==> config.mk <==
export PLATFORM = sky130hd
export DESIGN_NAME = fp_class_pipe
export DESIGN_NICKNAME = d
export VERILOG_FILES = /design/src/rtl/fp_pkg.sv /design/src/rtl/fp_lzc.sv /design/src/rtl/fp_class_pipe.sv
export SDC_FILE = /design/constraint.sdc
export NUM_CORES = 1
export LEC_CHECK = 0
export ABC_CLOCK_PERIOD_IN_PS = 1800
export BUFFER_PORTS_ARGS = -buffer_cell sky130_fd_sc_hd__buf_2
export CAP_MARGIN = 20
export CORE_MARGIN = 3
export CORE_UTILIZATION = 57
export CTS_BUF_LIST = sky130_fd_sc_hd__clkbuf_4 sky130_fd_sc_hd__clkbuf_8
export DETAILED_ROUTE_END_ITERATION = 8
export HOLD_SLACK_MARGIN = 0.15
export PLACE_DENSITY = 0.85
export SLEW_MARGIN = 20
export SYNTH_ARGS = -nofsm -noshare
export SYNTH_HDL_FRONTEND = slang
export SYNTH_SLANG_ARGS = --single-unit
==> constraint.sdc <==
create_clock -name clk -period 1.8 [get_ports clk]
set_input_delay 0.36 -clock clk [delete_from_list [all_inputs] [get_ports clk]]
set_output_delay 0.36 -clock clk [all_outputs]
set_load 0.02 [all_outputs]
==> src/rtl/fp_pkg.sv <==
// Shared floating-point class encoding: one-hot class vector and the index of
// each class within it.
package fp_pkg;

  localparam int NTYPES    = 6;
  localparam int INF       = 0;
  localparam int SNAN      = 1;
  localparam int QNAN      = 2;
  localparam int ZERO      = 3;
  localparam int SUBNORMAL = 4;
  localparam int NORMAL    = 5;

  typedef logic [NTYPES-1:0] fp_class_t;

  function automatic fp_class_t class_bit(input int idx);
    return fp_class_t'(1) << idx;
  endfunction

endpackage

==> src/rtl/fp_lzc.sv <==
// Combinational leading-zero counter. An all-zero input returns W.
module fp_lzc #(
  parameter int W = 8
) (
  input  logic [W-1:0]           a_i,
  output logic [$clog2(W+1)-1:0] cnt_o
);

  localparam int CW = $clog2(W + 1);

  // Scan from the LSB upward so the highest set bit writes last and wins.
  always_comb begin
    cnt_o = CW'(W);
    for (int i = 0; i < W; i++) begin
      if (a_i[i]) cnt_o = CW'(W - 1 - i);
    end
  end

endmodule

==> src/rtl/fp_class_pipe.sv <==
// Two-stage floating-point operand classifier: stage 1 classifies and counts
// leading zeros, stage 2 normalises the significand and unbiases the exponent.
module fp_class_pipe
  import fp_pkg::*;
#(
  parameter int NEXP = 8,
  parameter int NSIG = 7
) (
  input  logic                   clk,
  input  logic                   rst_n,
  input  logic [NEXP+NSIG:0]     in_data,
  input  logic                   in_daz,
  input  logic                   in_valid,
  output logic                   in_ready,
  output logic                   out_sign,
  output logic [NSIG:0]          out_sig,
  output logic [NEXP+1:0]        out_exp,
  output logic [NTYPES-1:0]      out_flags,
  output logic                   out_flushed,
  output logic                   out_valid,
  input  logic                   out_ready
);

  localparam int W    = NEXP + NSIG + 1;
  localparam int LW   = $clog2(NSIG + 1);
  localparam int SW   = $clog2(NSIG + 2);
  localparam int BIAS = 2 ** (NEXP - 1) - 1;
  localparam int EMIN = 1 - BIAS;
  localparam logic signed [NEXP+1:0] BIAS_X = (NEXP + 2)'(BIAS);
  localparam logic signed [NEXP+1:0] EMIN_X = (NEXP + 2)'(EMIN);
  localparam logic signed [NEXP+1:0] SPEC_X = (NEXP + 2)'(BIAS + 1);

  // Handshake: a transfer happens on any cycle where valid && ready. Both
  // stages advance together on en; with en low every register holds, so the
  // output data stays stable while out_valid is high and out_ready is low.
  logic en;
  assign en       = ~out_valid | out_ready;
  assign in_ready = en;

  logic            sign_in;
  logic [NEXP-1:0] exp_in;
  logic [NSIG-1:0] frac_in;
  fp_class_t       cls_d;
  logic [LW-1:0]   lzc;
  logic [SW-1:0]   shift_d;

  assign sign_in = in_data[W-1];
  assign exp_in  = in_data[W-2:NSIG];
  assign frac_in = in_data[NSIG-1:0];

  fp_lzc #(.W(NSIG)) u_lzc (
    .a_i   (frac_in),
    .cnt_o (lzc)
  );

  // One extra position moves the leading one out into the implicit bit.
  assign shift_d = SW'(lzc) + SW'(1);

  always_comb begin
    cls_d = '0;
    if (&exp_in) begin
      if (~|frac_in)             cls_d = class_bit(INF);
      else if (frac_in[NSIG-1]) cls_d = class_bit(QNAN);
      else                      cls_d = class_bit(SNAN);
    end else if (~|exp_in) begin
      if (~|frac_in) cls_d = class_bit(ZERO);
      else           cls_d = class_bit(SUBNORMAL);
    end else begin
      cls_d = class_bit(NORMAL);
    end
  end

  logic            v1_q;
  logic            sign1_q;
  fp_class_t       cls1_q;
  logic [NEXP-1:0] exp1_q;
  logic [NSIG-1:0] frac1_q;
  logic [SW-1:0]   shift1_q;
  logic            daz1_q;

  always_ff @(posedge clk or negedge rst_n) begin
    if (!rst_n) begin
      v1_q     <= 1'b0;
      sign1_q  <= 1'b0;
      cls1_q   <= '0;
      exp1_q   <= '0;
      frac1_q  <= '0;
      shift1_q <= '0;
      daz1_q   <= 1'b0;
    end else if (en) begin
      v1_q <= in_valid;
      if (in_valid) begin
        sign1_q  <= sign_in;
        cls1_q   <= cls_d;
        exp1_q   <= exp_in;
        frac1_q  <= frac_in;
        shift1_q <= shift_d;
        daz1_q   <= in_daz;
      end
    end
  end

  logic [NSIG-1:0]        frac_sh;
  logic [NSIG:0]          sig_d;
  logic signed [NEXP+1:0] exp_d;
  fp_class_t              flags_d;
  logic                   flushed_d;

  assign frac_sh = frac1_q << shift1_q;

  // Infinities and NaNs fall through the defaults, keeping the payload.
  always_comb begin
    sig_d     = {1'b1, frac1_q};
    exp_d     = SPEC_X;
    flags_d   = cls1_q;
    flushed_d = 1'b0;
    if (cls1_q[NORMAL]) begin
      exp_d = signed'((NEXP + 2)'(exp1_q)) - BIAS_X;
    end else if (cls1_q[SUBNORMAL] && !daz1_q) begin
      sig_d = {1'b1, frac_sh};
      exp_d = EMIN_X - signed'((NEXP + 2)'(shift1_q));
    end else if (cls1_q[ZERO] || cls1_q[SUBNORMAL]) begin
      sig_d     = '0;
      exp_d     = EMIN_X;
      flags_d   = class_bit(ZERO);
      flushed_d = cls1_q[SUBNORMAL];
    end
  end

  logic                   v2_q;
  logic                   sign2_q;
  logic [NSIG:0]          sig2_q;
  logic signed [NEXP+1:0] exp2_q;
  fp_class_t              flags2_q;
  logic                   flushed2_q;

  always_ff @(posedge clk or negedge rst_n) begin
    if (!rst_n) begin
      v2_q       <= 1'b0;
      sign2_q    <= 1'b0;
      sig2_q     <= '0;
      exp2_q     <= '0;
      flags2_q   <= '0;
      flushed2_q <= 1'b0;
    end else if (en) begin
      v2_q <= v1_q;
      if (v1_q) begin
        sign2_q    <= sign1_q;
        sig2_q     <= sig_d;
        exp2_q     <= exp_d;
        flags2_q   <= flags_d;
        flushed2_q <= flushed_d;
      end
    end
  end

  assign out_valid   = v2_q;
  assign out_sign    = sign2_q;
  assign out_sig     = sig2_q;
  assign out_exp     = exp2_q;
  assign out_flags   = flags2_q;
  assign out_flushed = flushed2_q;

endmodule

# ---- Yosys cells after proc, flatten, opt, wreduce, memory -nomap -nowiden
# Index checks and enable logic that the tools add are counted.
dict set report word_totals {
  register_bits 55
  input_bits 21
  wordCells 51
}
dict set report classes {
  bitwise 2
  n_reduce_logical 8
  shifts 1
  muxes 24
  n_addsub 3
}
# operator n
set ops {}
lappend ops {{10-bit two-way mux} 3}
lappend ops {{6-bit two-way mux} 4}
lappend ops {{8-bit two-way mux} 3}
lappend ops {{3-bit two-way mux} 5}
lappend ops {{5-bit two-way mux} 3}
lappend ops {{8-bit by 5-bit subtractor with 9-bit output (first input constant)} 1}
lappend ops {{8-bit by 7-bit subtractor with 9-bit output (second input constant)} 1}
lappend ops {{8-bit AND reduction} 1}
lappend ops {{8-bit OR reduction} 1}
lappend ops {{7-bit OR reduction} 1}
lappend ops {{7-bit by 4-bit << shifter with 7-bit output} 1}
lappend ops {{3-bit by 1-bit adder with 4-bit output (second input constant)} 1}
lappend ops {{1-bit two-way mux} 4}
lappend ops {{2-bit two-way mux} 2}
lappend ops {{2-bit AND reduction} 2}
lappend ops {{1-bit logical AND} 1}
lappend ops {{1-bit logical NOT} 1}
lappend ops {{1-bit logical OR} 1}
lappend ops {{1-bit inverter} 1}
lappend ops {{1-bit OR} 1}

# ---- Logic depth before layout (Yosys ltp)
# Gate-level depths: netlist of run 1.
dict set report logic_depth {
  word_depth 8
  depth_mapped 7
}

# ---- Modules after synthesis
# Synthesis of run 1 repeated with hierarchy kept, for this count alone.
dict set report hier_totals {
  hier_cells 265
  area_unflattened_um2 2685.1
}
# mod cells_per_inst instances area_each_um2 seq_area_each_um2
set modules_own_cells {}
lappend modules_own_cells {fp_class_pipe 256 1 2635.0 1351.3}
lappend modules_own_cells {fp_lzc 9 1 50.0 0.0}

# ---- Worst setup path after synthesis of run 1
# OpenSTA, ideal clock, no wires.
dict set report synth_timing {
  path_type {flip-flop to flip-flop}
  from {reg v2_q (netlist: out_valid)}
  to {reg daz1_q}
  setup_time_ns 0.125
  required_ns 1.675
  arrival_time_ns 1.347
  path_slack_ns 0.329
  n_path_buf 2
  path_stages_with_launch 6
  path_cell_list {dfrtp_1 nand2b_1 buf_4 nand2_2 buf_4 mux2_2}
}
dict set report synth_via {
  elab_chain_cells 3
}
# element line_no
set synth_rtl {}
lappend synth_rtl {{from (decl)} fp_class_pipe.sv:130} ;# logic v2_q;
lappend synth_rtl {{from (signal assigned)} fp_class_pipe.sv:146} ;# v2_q <= v1_q;
lappend synth_rtl {{1-bit inverter} fp_class_pipe.sv:37} ;# assign en = ~out_valid | out_ready;
lappend synth_rtl {{1-bit OR} fp_class_pipe.sv:37}
lappend synth_rtl {{net in_ready} fp_class_pipe.sv:14} ;# output logic in_ready,
lappend synth_rtl {{2-bit AND reduction (no line)} n/a}
lappend synth_rtl {{to (signal assigned)} fp_class_pipe.sv:98} ;# daz1_q <= in_daz;
lappend synth_rtl {{to (decl)} fp_class_pipe.sv:79} ;# logic daz1_q;
# The timed path passes the listed nets, and every way through them passes these cells.
# A chain may end at the register's enable or synchronous reset.

# ---- Final worst setup path of run 1
dict set report layout_timing {
  from {reg shift1_q[0]}
  to {reg exp2_q[3] (netlist: out_exp[3])}
}
dict set report layout_via {
  elab_chain_cells 3
}
# element line_no
set layout_rtl {}
lappend layout_rtl {{from (decl)} fp_class_pipe.sv:78} ;# logic [SW-1:0] shift1_q;
lappend layout_rtl {{from (signal assigned)} fp_class_pipe.sv:97} ;# shift1_q <= shift_d;
lappend layout_rtl {{8-bit by 5-bit subtractor with 9-bit output} fp_class_pipe.sv:121} ;# exp_d = EMIN_X - signed'((NEXP + 2)'(shift1_q));
lappend layout_rtl {{10-bit two-way mux} fp_class_pipe.sv:119} ;# end else if (cls1_q[SUBNORMAL] && !daz1_q) begin
lappend layout_rtl {{10-bit two-way mux} fp_class_pipe.sv:117} ;# if (cls1_q[NORMAL]) begin
lappend layout_rtl {{to (signal assigned)} fp_class_pipe.sv:150} ;# exp2_q <= exp_d;
lappend layout_rtl {{to (decl)} fp_class_pipe.sv:133} ;# logic signed [NEXP+1:0] exp2_q;
# Every way passes these cells.

==> flow_summary.ini, run 1 <==
[routing]
drc_errors = 0
drt_wl_total_um = 5610
firstDrtPassIters = 5
drt_iter0_drc = 235
via_per_inst = 5.88
antenna_left = 0
num_vias = 2171
routedWlPerCell_um = 15.2

[sta]
hold_viol = 0
finClkSkew_ns = 0.00590
fin_tns_setup_ns = 0
drv_slew = 0
hold_slack_ns = 0.275
fin_crit_sh_pct = 92.6
finalSetupViolCount = 0
max_freq_mhz = 600
worst_pin_slew_ns = 0.479
slew_headroom_pct = 67.9
timing.final.ws_setup_ns = 0.134
rsz0062_at_grt = no
fin_crit_ns = 1.67

[cts]
cts_resized = 0
clockBufferDepth = 2
clk_pin_slew_ns = 0.09
cts_buffers = 5
clock-sinks = 54
cts_root_buffer = clkbuf_8
htreeDepth = 2
clkLatencyLatePin_ns = 0.31
cts_tree = built

[setup_path]
startpoint_type = flip-flop
path_max_fanout = 13
critPathCaptureType = flip-flop
required_ns = 2.00
timing.rr.end = out_exp[3]
cpMaxStageDelayCell = dfrtp_1
cp.arrival_ns = 1.87
worstRegToRegCells = 4
critPathCapture = out_exp[3]
max_stage_delay_ns = 0.64
crit_chain = a21oi_1 > ha_1 > a221oi_1 > nor2_1
crit_start = shift1_q[0]
crit_type = reg -> reg
reg2reg_from = shift1_q[0]
reg2reg_slack_ns = 0.13

[synth]
avgSynthCellArea_um2 = 9.93
synth_area_um2 = 2650
synth_mux_area_share_pct = 9.53
synth.distinct_cells = 49
yosys_most_used_dff = dfrtp_1
yosysWarningCount = 0
synth_top_family_by_area = simple AND/OR/NAND/NOR gates
ys_top_cells_by_area = dfrtp_1 (51%), mux2_2 (6.8%), nand2_1 (6.2%)
synthAdderAreaFrac_pct = 1.42
synth_top_area_cell = dfrtp_1
yosysSeqAreaShare_pct = 50.9
netlist.area_leader.share_pct = 50.9
ys_seq_elements = 54
synth-edff-count = 0
synth-async-reset-ratio_pct = 100
synthXorXnorAreaFrac_pct = 1.65
syn_inst = 267
synth_compound_area_share_pct = 13.5
syn_nets = 291
synth_simple_gate_area_share_pct = 18.9

[placed_design]
finalWeightedCongestion = 0.953
place.port_buffers = 48
dp_slack_ns = 0.148
hpwl_um = 4250
placedCellCount = 361

[die]
core_um2 = 4410
fp.dieArea_um2 = 5510
fp.dieW_um = 74.2
io_pins = 49
rows = 24
die_height_um = 74.2
start_util_pct = 60.1

[hold_path]
hold_class = in -> reg
hp-start = in_daz

[layout]
multi_input_comb_area_um2 = 1190
diodes = 0
nets = 341
final_cells = 369
area_growth_pct = 16.2
seqCellArea_um2 = 1350
post_route_cells_drive_above_1_share_pct = 27.8
n_fill_cell = 360

[pwr]
p_per_area_nw_per_um2 = 1130
ir_drop_mv = 0.570
power.leakage_nw = 1.43

[global_route]
grtUsageTotal_pct = 22.4
grt_first_pass_wirelength_um = 9470
grt-ovfl-total = 0
grt_antenna_before_repair = 0
grt_max_degree = 35
grt_pass1_vias = 1997

[run]
cap_violations = 0

[outcome]
outcome = finished clean
==> cells in the mapped netlist (3+ instances only) <==
library cell  instances
a21oi_1               8
a221oi_1              3
a31oi_1               5
a32oi_1               3
buf_2                11
buf_4                 3
dfrtp_1              54
ha_1                  3
inv_1                 6
mux2_2               16
mux2i_1               5
nand2_1              44
nand2b_1              5
nand3_1               7
nand4_1               4
nor2_1               23
nor3_1                4
o21ai_0              20
o31ai_1               4
xor2_1                3
==> power breakdown <==
group	switching, mW	internal [mW]
Clock	0.376	0.445
Sequential	0.199	1.44
Combinational	0.601	0.415
==> how the worst min path moves through the flow <==
stage / cells past startpoint / slack, ns / endpoint
floorplan: 0 / 0.06 / cls1_q[0]
global placement: 1 / 0.34 / out_sig[1]
detailed placement: 1 / 0.35 / out_sig[7]
CTS: 2 / 0.27 / daz1_q
global route: 2 / 0.27 / daz1_q
finish: 2 / 0.27 / daz1_q
==> worst max-delay path: cells and delay by family, from the launching register on <==
family | cells | cell delay, ns
AOI/OAI and AO/OA | 2 | 0.51
adders and majority gates | 1 | 0.33
and+or+nand+nor | 1 | 0.08
DFF | 1 | 0.64
==> layout by cell type (no fill, tap or decap), types with 5 or more instances in the layout <==
cell and n:
clkbuf_8 6, nor2_1 23, a21oi_1 8, mux2_2 16, nand3_1 7, buf_4 9
buf_2 48, nand2_1 44, inv_1 6, mux2i_1 5, o21ai_0 20, dfrtp_1 54
a31oi_1 5, nand2b_1 5
==> what timing repair did <==
| action | CTS | global route |
|---|---|---|
| buffers inserted | 0 | 0 |
| hold buffers | 1 | 0 |
| endpoints found under the hold margin | 20 | 0 |
==> layout make-up <==
type	instances	share of cell area (%)
Clock buffer	6	2.68
Clock inverter	1	0.974
Timing Repair Buffer	59	11.0
Sequential cell	54	43.8
Multi-Input combinational cell	191	38.7
Tap cell	52	2.11
Inverter	6	0.731
==> per-layer routing <==
metal	up-vias	share of wire [%]	global-route usage, %
li1	1055	-	-
met1	1049	46	32.1
met2	60	46	35.1
met3	7	6.3	4.59
met4	0	1.2	5.93
met5	-	0	0
==> cell families after synthesis <==
group,count (synthesis)
XOR/XNOR,5
AO/OA/AOI/OAI,56
buffers and inverters,22
flip-flops,54
adder cells (fa/ha/maj),3
AND/OR/NAND/NOR,105
multiplexers,22
==> flip-flops by register name (all words and copies together) (netlist names), 4 cells and up <==
| register | cells |
|---|---|
| shift1_q | 4 |
| exp1_q | 8 |
| frac1_q | 7 |
| out_flags | 6 |
| cls1_q | 6 |
| out_exp | 9 |
| out_sig | 8 |
==> metrics by stage <==
stage          area (µm²)  utilization, %  power (mW)
2_1_floorplan        2650               -        2.32
3_3_place_gp         2960            67.1        2.63
3_5_place_dp         2960            67.1        2.67
4_1_cts              3080            69.8        3.50
5_1_grt              3080            69.8        3.67
6_report             3080            69.8        3.48
Power figures use the tool's default switching activity.
==> run 2: changes to the inputs <==
- CTS_CLUSTER_DIAMETER: not set -> 150
- RECOVER_POWER: not set -> 100
==> run 2 against run 1 <==
Against the previous run: sequential share of layout area rose by 0.56 points; global-route usage is the same; worst setup slack about the same; critical path depth did not move; worst hold slack gained 0.0015 ns; die area is the same.
==> flow_summary.ini, run 2 (same netlist as run 1, synthesis figures left out) <==
[layout]
diodes = 0
post_route_cells_drive_above_1_share_pct = 18.3
area_growth_pct = 14.8
final_common_cell = dfrtp_1
largest_reg_flops = 9
seqCellArea_um2 = 1350
final_cells = 369
final_cell_mix = dfrtp_1 (54), nand2_1 (44), clkbuf_1 (29), nor2_1 (23), o21ai_0 (20)
n_fill_cell = 369
multi_input_comb_area_um2 = 1190
nets = 341

[die]
start_util_pct = 60.1
core_um2 = 4410
die_height_um = 74.2
io_pins = 49
rows = 24
fp.dieW_um = 74.2
fp.dieArea_um2 = 5510

[routing]
drc_errors = 0
num_vias = 2166
via_per_inst = 5.87
firstDrtPassIters = 4
drt_wl_total_um = 5650
routedWlPerCell_um = 15.3
drt_iter0_drc = 190
antenna_left = 0

[hold_path]
hold_class = in -> reg
hp-start = in_daz
hold_path_end = daz1_q
worstHoldPathCells = 2

[cts]
clkLatencyLatePin_ns = 0.31
htreeDepth = 2
cts_tree = built
cts_root_buffer = clkbuf_8
cts_resized = 0
clock-sinks = 54
cts_buffers = 5
clk_pin_slew_ns = 0.09
clockBufferDepth = 2

[setup_path]
cp.arrival_ns = 1.86
reg2reg_slack_ns = 0.13
worstRegToRegCells = 4
startpoint_type = flip-flop
timing.rr.end = out_exp[3]
critPathCaptureType = flip-flop
crit_type = reg -> reg
path_max_fanout = 13
crit_start = shift1_q[0]
reg2reg_from = shift1_q[0]
required_ns = 2.00

[global_route]
grtUsageTotal_pct = 22.4
grt_pass1_vias = 1997
grt_antenna_before_repair = 0
grt-ovfl-total = 0
grt_first_pass_wirelength_um = 9470
grt_max_degree = 35

[sta]
fin_tns_setup_ns = 0
hold_slack_ns = 0.276
slew_headroom_pct = 23.3
drv_slew = 0
finalSetupViolCount = 0
max_freq_mhz = 600
worst_pin_slew_ns = 1.15
rsz0062_at_grt = no
fin_crit_ns = 1.67
finClkSkew_ns = 0.00606
hold_viol = 0
fin_crit_sh_pct = 92.6

[pwr]
power.leakage_nw = 1.34
ir_drop_mv = 0.574
p_per_area_nw_per_um2 = 1130

[placed_design]
placedCellCount = 361
place.port_buffers = 48
hpwl_um = 4250
finalWeightedCongestion = 0.953

[outcome]
outcome = finished clean

[run]
cap_violations = 0
==> run 2: critical path: stages, from the launching register on <==
cell      delay, ns
dfrtp_1        0.55
a21oi_1        0.32
ha_1           0.29
a221oi_1       0.31
nor2_1         0.08
==> run 2: area by class of cell <==
cell class,count,share of cell area (%)
multi-input combinational,191,39.2
tap,52,2.14
inverter,6,0.740
clock buffer,6,2.71
timing repair buffer,59,9.82
clock inverter,1,0.986
sequential,54,44.4
==> run 2: layer usage <==
layer | vias up | track usage (%) | part of all wire (%)
li1 | 1055 | - | -
met1 | 1048 | 32.1 | 47
met2 | 57 | 35.1 | 45
met3 | 6 | 4.59 | 6.7
met4 | 0 | 5.93 | 1.2
met5 | - | 0 | 0
==> run 2: stage by stage <==
stage               instance area, µm²  power [mW]  worst slack, ns  util [%]
global placement                  2960        2.63            0.222      67.1
finish                            3040        3.43            0.134      69.0
detailed placement                2960        2.67            0.148      67.1
global route                      3040        3.62           0.0348      69.0
floorplan                         2650        2.32            0.329         -
CTS                               3080        3.50            0.148      69.8
==> run 2: what timing repair did <==
| action | CTS | global route |
|---|---|---|
| buffers inserted | 0 | 0 |
| hold endpoints to repair | 20 | 0 |
| hold buffers | 1 | 0 |
==> run 2: worst max-delay path by stage <==
stage	endpoint	slack (ns)	cells past startpoint
after floorplan	daz1_q	0.33	5
final	out_exp[3]	0.13	4
after detailed placement	cls1_q[0]	0.15	5
after CTS	out_exp[3]	0.15	4
after global placement	cls1_q[0]	0.22	5
after global routing	out_flushed	0.03	5
==> run 2: where the power goes <==
part | leakage [nW] | internal [mW] | switching [mW]
Clock | 0.0573 | 0.445 | 0.375
Sequential | 0.659 | 1.44 | 0.204
Combinational | 0.627 | 0.366 | 0.602
Total | 1.34 | 2.25 | 1.18
==> run 3: changes to the inputs <==
- ABC_AREA: not set -> 1
- CAP_MARGIN: 20 -> not set
- CORE_UTILIZATION: 57 -> 58
==> run 3 against run 2 <==
Against the previous run: critical path depth is 3 higher; first-iteration DRC count is 6.3% higher; area after synthesis is 3.7% higher; largest power group unchanged; count of clock-buffer cells in the layout stayed put; worst hold slack hardly changed; flip-flop and latch count stayed put; cell area is 1.1% higher; synthesized cell count is 31% higher; clock power is 0.6% lower; total power is 0.25% lower; wire length is 6.1% higher.
==> flow_summary.ini, run 3 <==
[outcome]
outcome = finished clean

[die]
die_height_um = 74.9
fp.dieArea_um2 = 5600
io_pins = 49
start_util_pct = 61.5
rows = 24
core_um2 = 4470
fp.dieW_um = 74.9

[cts]
clock-sinks = 54
cts_tree = built
cts_buffers = 5
cts_root_buffer = clkbuf_8
clkLatencyLatePin_ns = 0.31
clockBufferDepth = 2
htreeDepth = 2
clk_pin_slew_ns = 0.09

[routing]
drc_errors = 0
drt_iter0_drc = 202
routedWlPerCell_um = 13.3
wl_met3_um = 319
wl_met2_um = 2810
drt_wl_total_um = 5990
antenna_left = 0
num_vias = 2447
met1_length_um = 2800
via_per_inst = 5.44
firstDrtPassIters = 4
top_layer_used = met4

[synth]
yosys_most_used_dff = dfrtp_1
yosysWarningCount = 0
syn_nets = 373
synth_common_cells = nand2_1 (89), dfrtp_1 (54), inv_1 (39), nor2_1 (35), o21ai_0 (30)
ys_top_cells_by_area = dfrtp_1 (49%), nand2_1 (12%), o21ai_0 (5.5%)
syn_inst = 349
yosysSeqAreaShare_pct = 49.1
synth.distinct_cells = 29
avgSynthCellArea_um2 = 7.88
synth_area_um2 = 2750
synth_top_area_cell = dfrtp_1
synth-async-reset-ratio_pct = 100
yosysMostFrequentCell = nand2_1
ys_seq_elements = 54
netlist.area_leader.share_pct = 49.1
synth-edff-count = 0

[layout]
area_growth_pct = 11.9
multi_input_comb_area_um2 = 1150
n_fill_cell = 389
final_cells = 450
post_route_cells_drive_above_1_share_pct = 10.8
nets = 421
finish.instance_area_um2 = 3080
final_cell_mix = nand2_1 (89), dfrtp_1 (54), inv_1 (39), nor2_1 (36), o21ai_0 (32)
largest_reg_flops = 9
diodes = 0
post-route-util_pct = 68.8
seqCellArea_um2 = 1350
final_common_cell = nand2_1

[sta]
fin_crit_sh_pct = 87.6
slew_headroom_pct = 53.4
fin_crit_ns = 1.58
finClkSkew_ns = 0.00952
max_freq_mhz = 634
hold_slack_ns = 0.276
timing.final.ws_setup_ns = 0.223
finalSetupViolCount = 0
fin_tns_setup_ns = 0
worst_pin_slew_ns = 0.699
drv_slew = 0
rsz0062_at_grt = no
hold_viol = 0

[setup_path]
crit_start = out_valid
worstRegToRegCells = 7
cp.arrival_ns = 1.79
crit_type = reg -> reg
timing.rr.end = out_flags[0]
critPathCapture = out_flags[0]
critPathCaptureType = flip-flop
reg2reg_slack_ns = 0.22
startpoint_type = flip-flop
path_max_fanout = 17
required_ns = 2.02
reg2reg_from = out_valid

[pwr]
power.leakage_nw = 1.50
p_per_area_nw_per_um2 = 1110
totalPowerFinal_mw = 3.42
ir_drop_mv = 0.687

[global_route]
grt-ovfl-total = 0
grt_max_degree = 55
grtUsageTotal_pct = 23.7
grt_pass1_vias = 2253
grt_antenna_before_repair = 0
grt_first_pass_wirelength_um = 10200

[hold_path]
hold_class = in -> reg

[placed_design]
dpl_cell_area_um2 = 3020
place.port_buffers = 48
hpwl_um = 4390
finalWeightedCongestion = 0.834
placedCellCount = 441
dp_slack_ns = 0.260

[run]
cap_violations = 0
## run 3: cell count changes after synthesis, sizes merged, moves of 14 or more
cell / delta
nand2: +47
inv: +35
a21oi: +21
nor2: +18
mux2: -16
nand3: +15
o21ai: +14
## run 3: worst min-delay path by stage
| stage | cells after the start | to | from |
|---|---|---|---|
| finish | 3 | sign1_q | in_data[15] |
| global route | 3 | exp1_q[3] | in_data[10] |
| CTS | 3 | sign1_q | in_data[15] |
| detailed placement | 2 | out_exp[0] | rst_n |
| global placement | 2 | out_exp[5] | rst_n |
| floorplan | 0 | cls1_q[0] | rst_n |
## run 3: where the power goes
group	switching, mW	leakage, nW	internal (mW)
Sequential	0.182	0.660	1.45
Combinational	0.680	0.782	0.300
Clock	0.385	0.0548	0.430
## run 3: logic make-up after synthesis
logic type	synth area share, %
adders and majority gates	1.37
buffers and inverters	8.69
and+or+nand+nor	27.0
DFF	49.1
AOI/OAI and AO/OA	13.8
## run 3: timing repair
item	CTS	global route
gates resized for setup	0	0
hold buffers	1	0
endpoints found under the hold margin	54	0
buffers inserted	0	0
## run 3: final cells by class
type | instances | area share [%]
tap | 52 | 2.11
timing repair buffer | 54 | 7.93
inverter | 41 | 5.00
sequential | 54 | 43.9
clock inverter | 2 | 1.22
multi-input combinational | 241 | 37.3
clock buffer | 6 | 2.48
## run 3: metal layers
metal	GRT usage, %	up-vias
met5	0	-
met4	7.71	0
met3	4.54	6
met2	36.4	72
met1	34.0	1150
li1	-	1219
## run 3: worst max-delay path, cell delays in order (launching register included)
cell and delay (ns):
dfrtp_1 0.35, inv_1 0.04, nor2_1 0.23, nor2_4 0.05, inv_1 0.41, clkbuf_1 0.25, nand2_1 0.07, o21ai_0 0.08
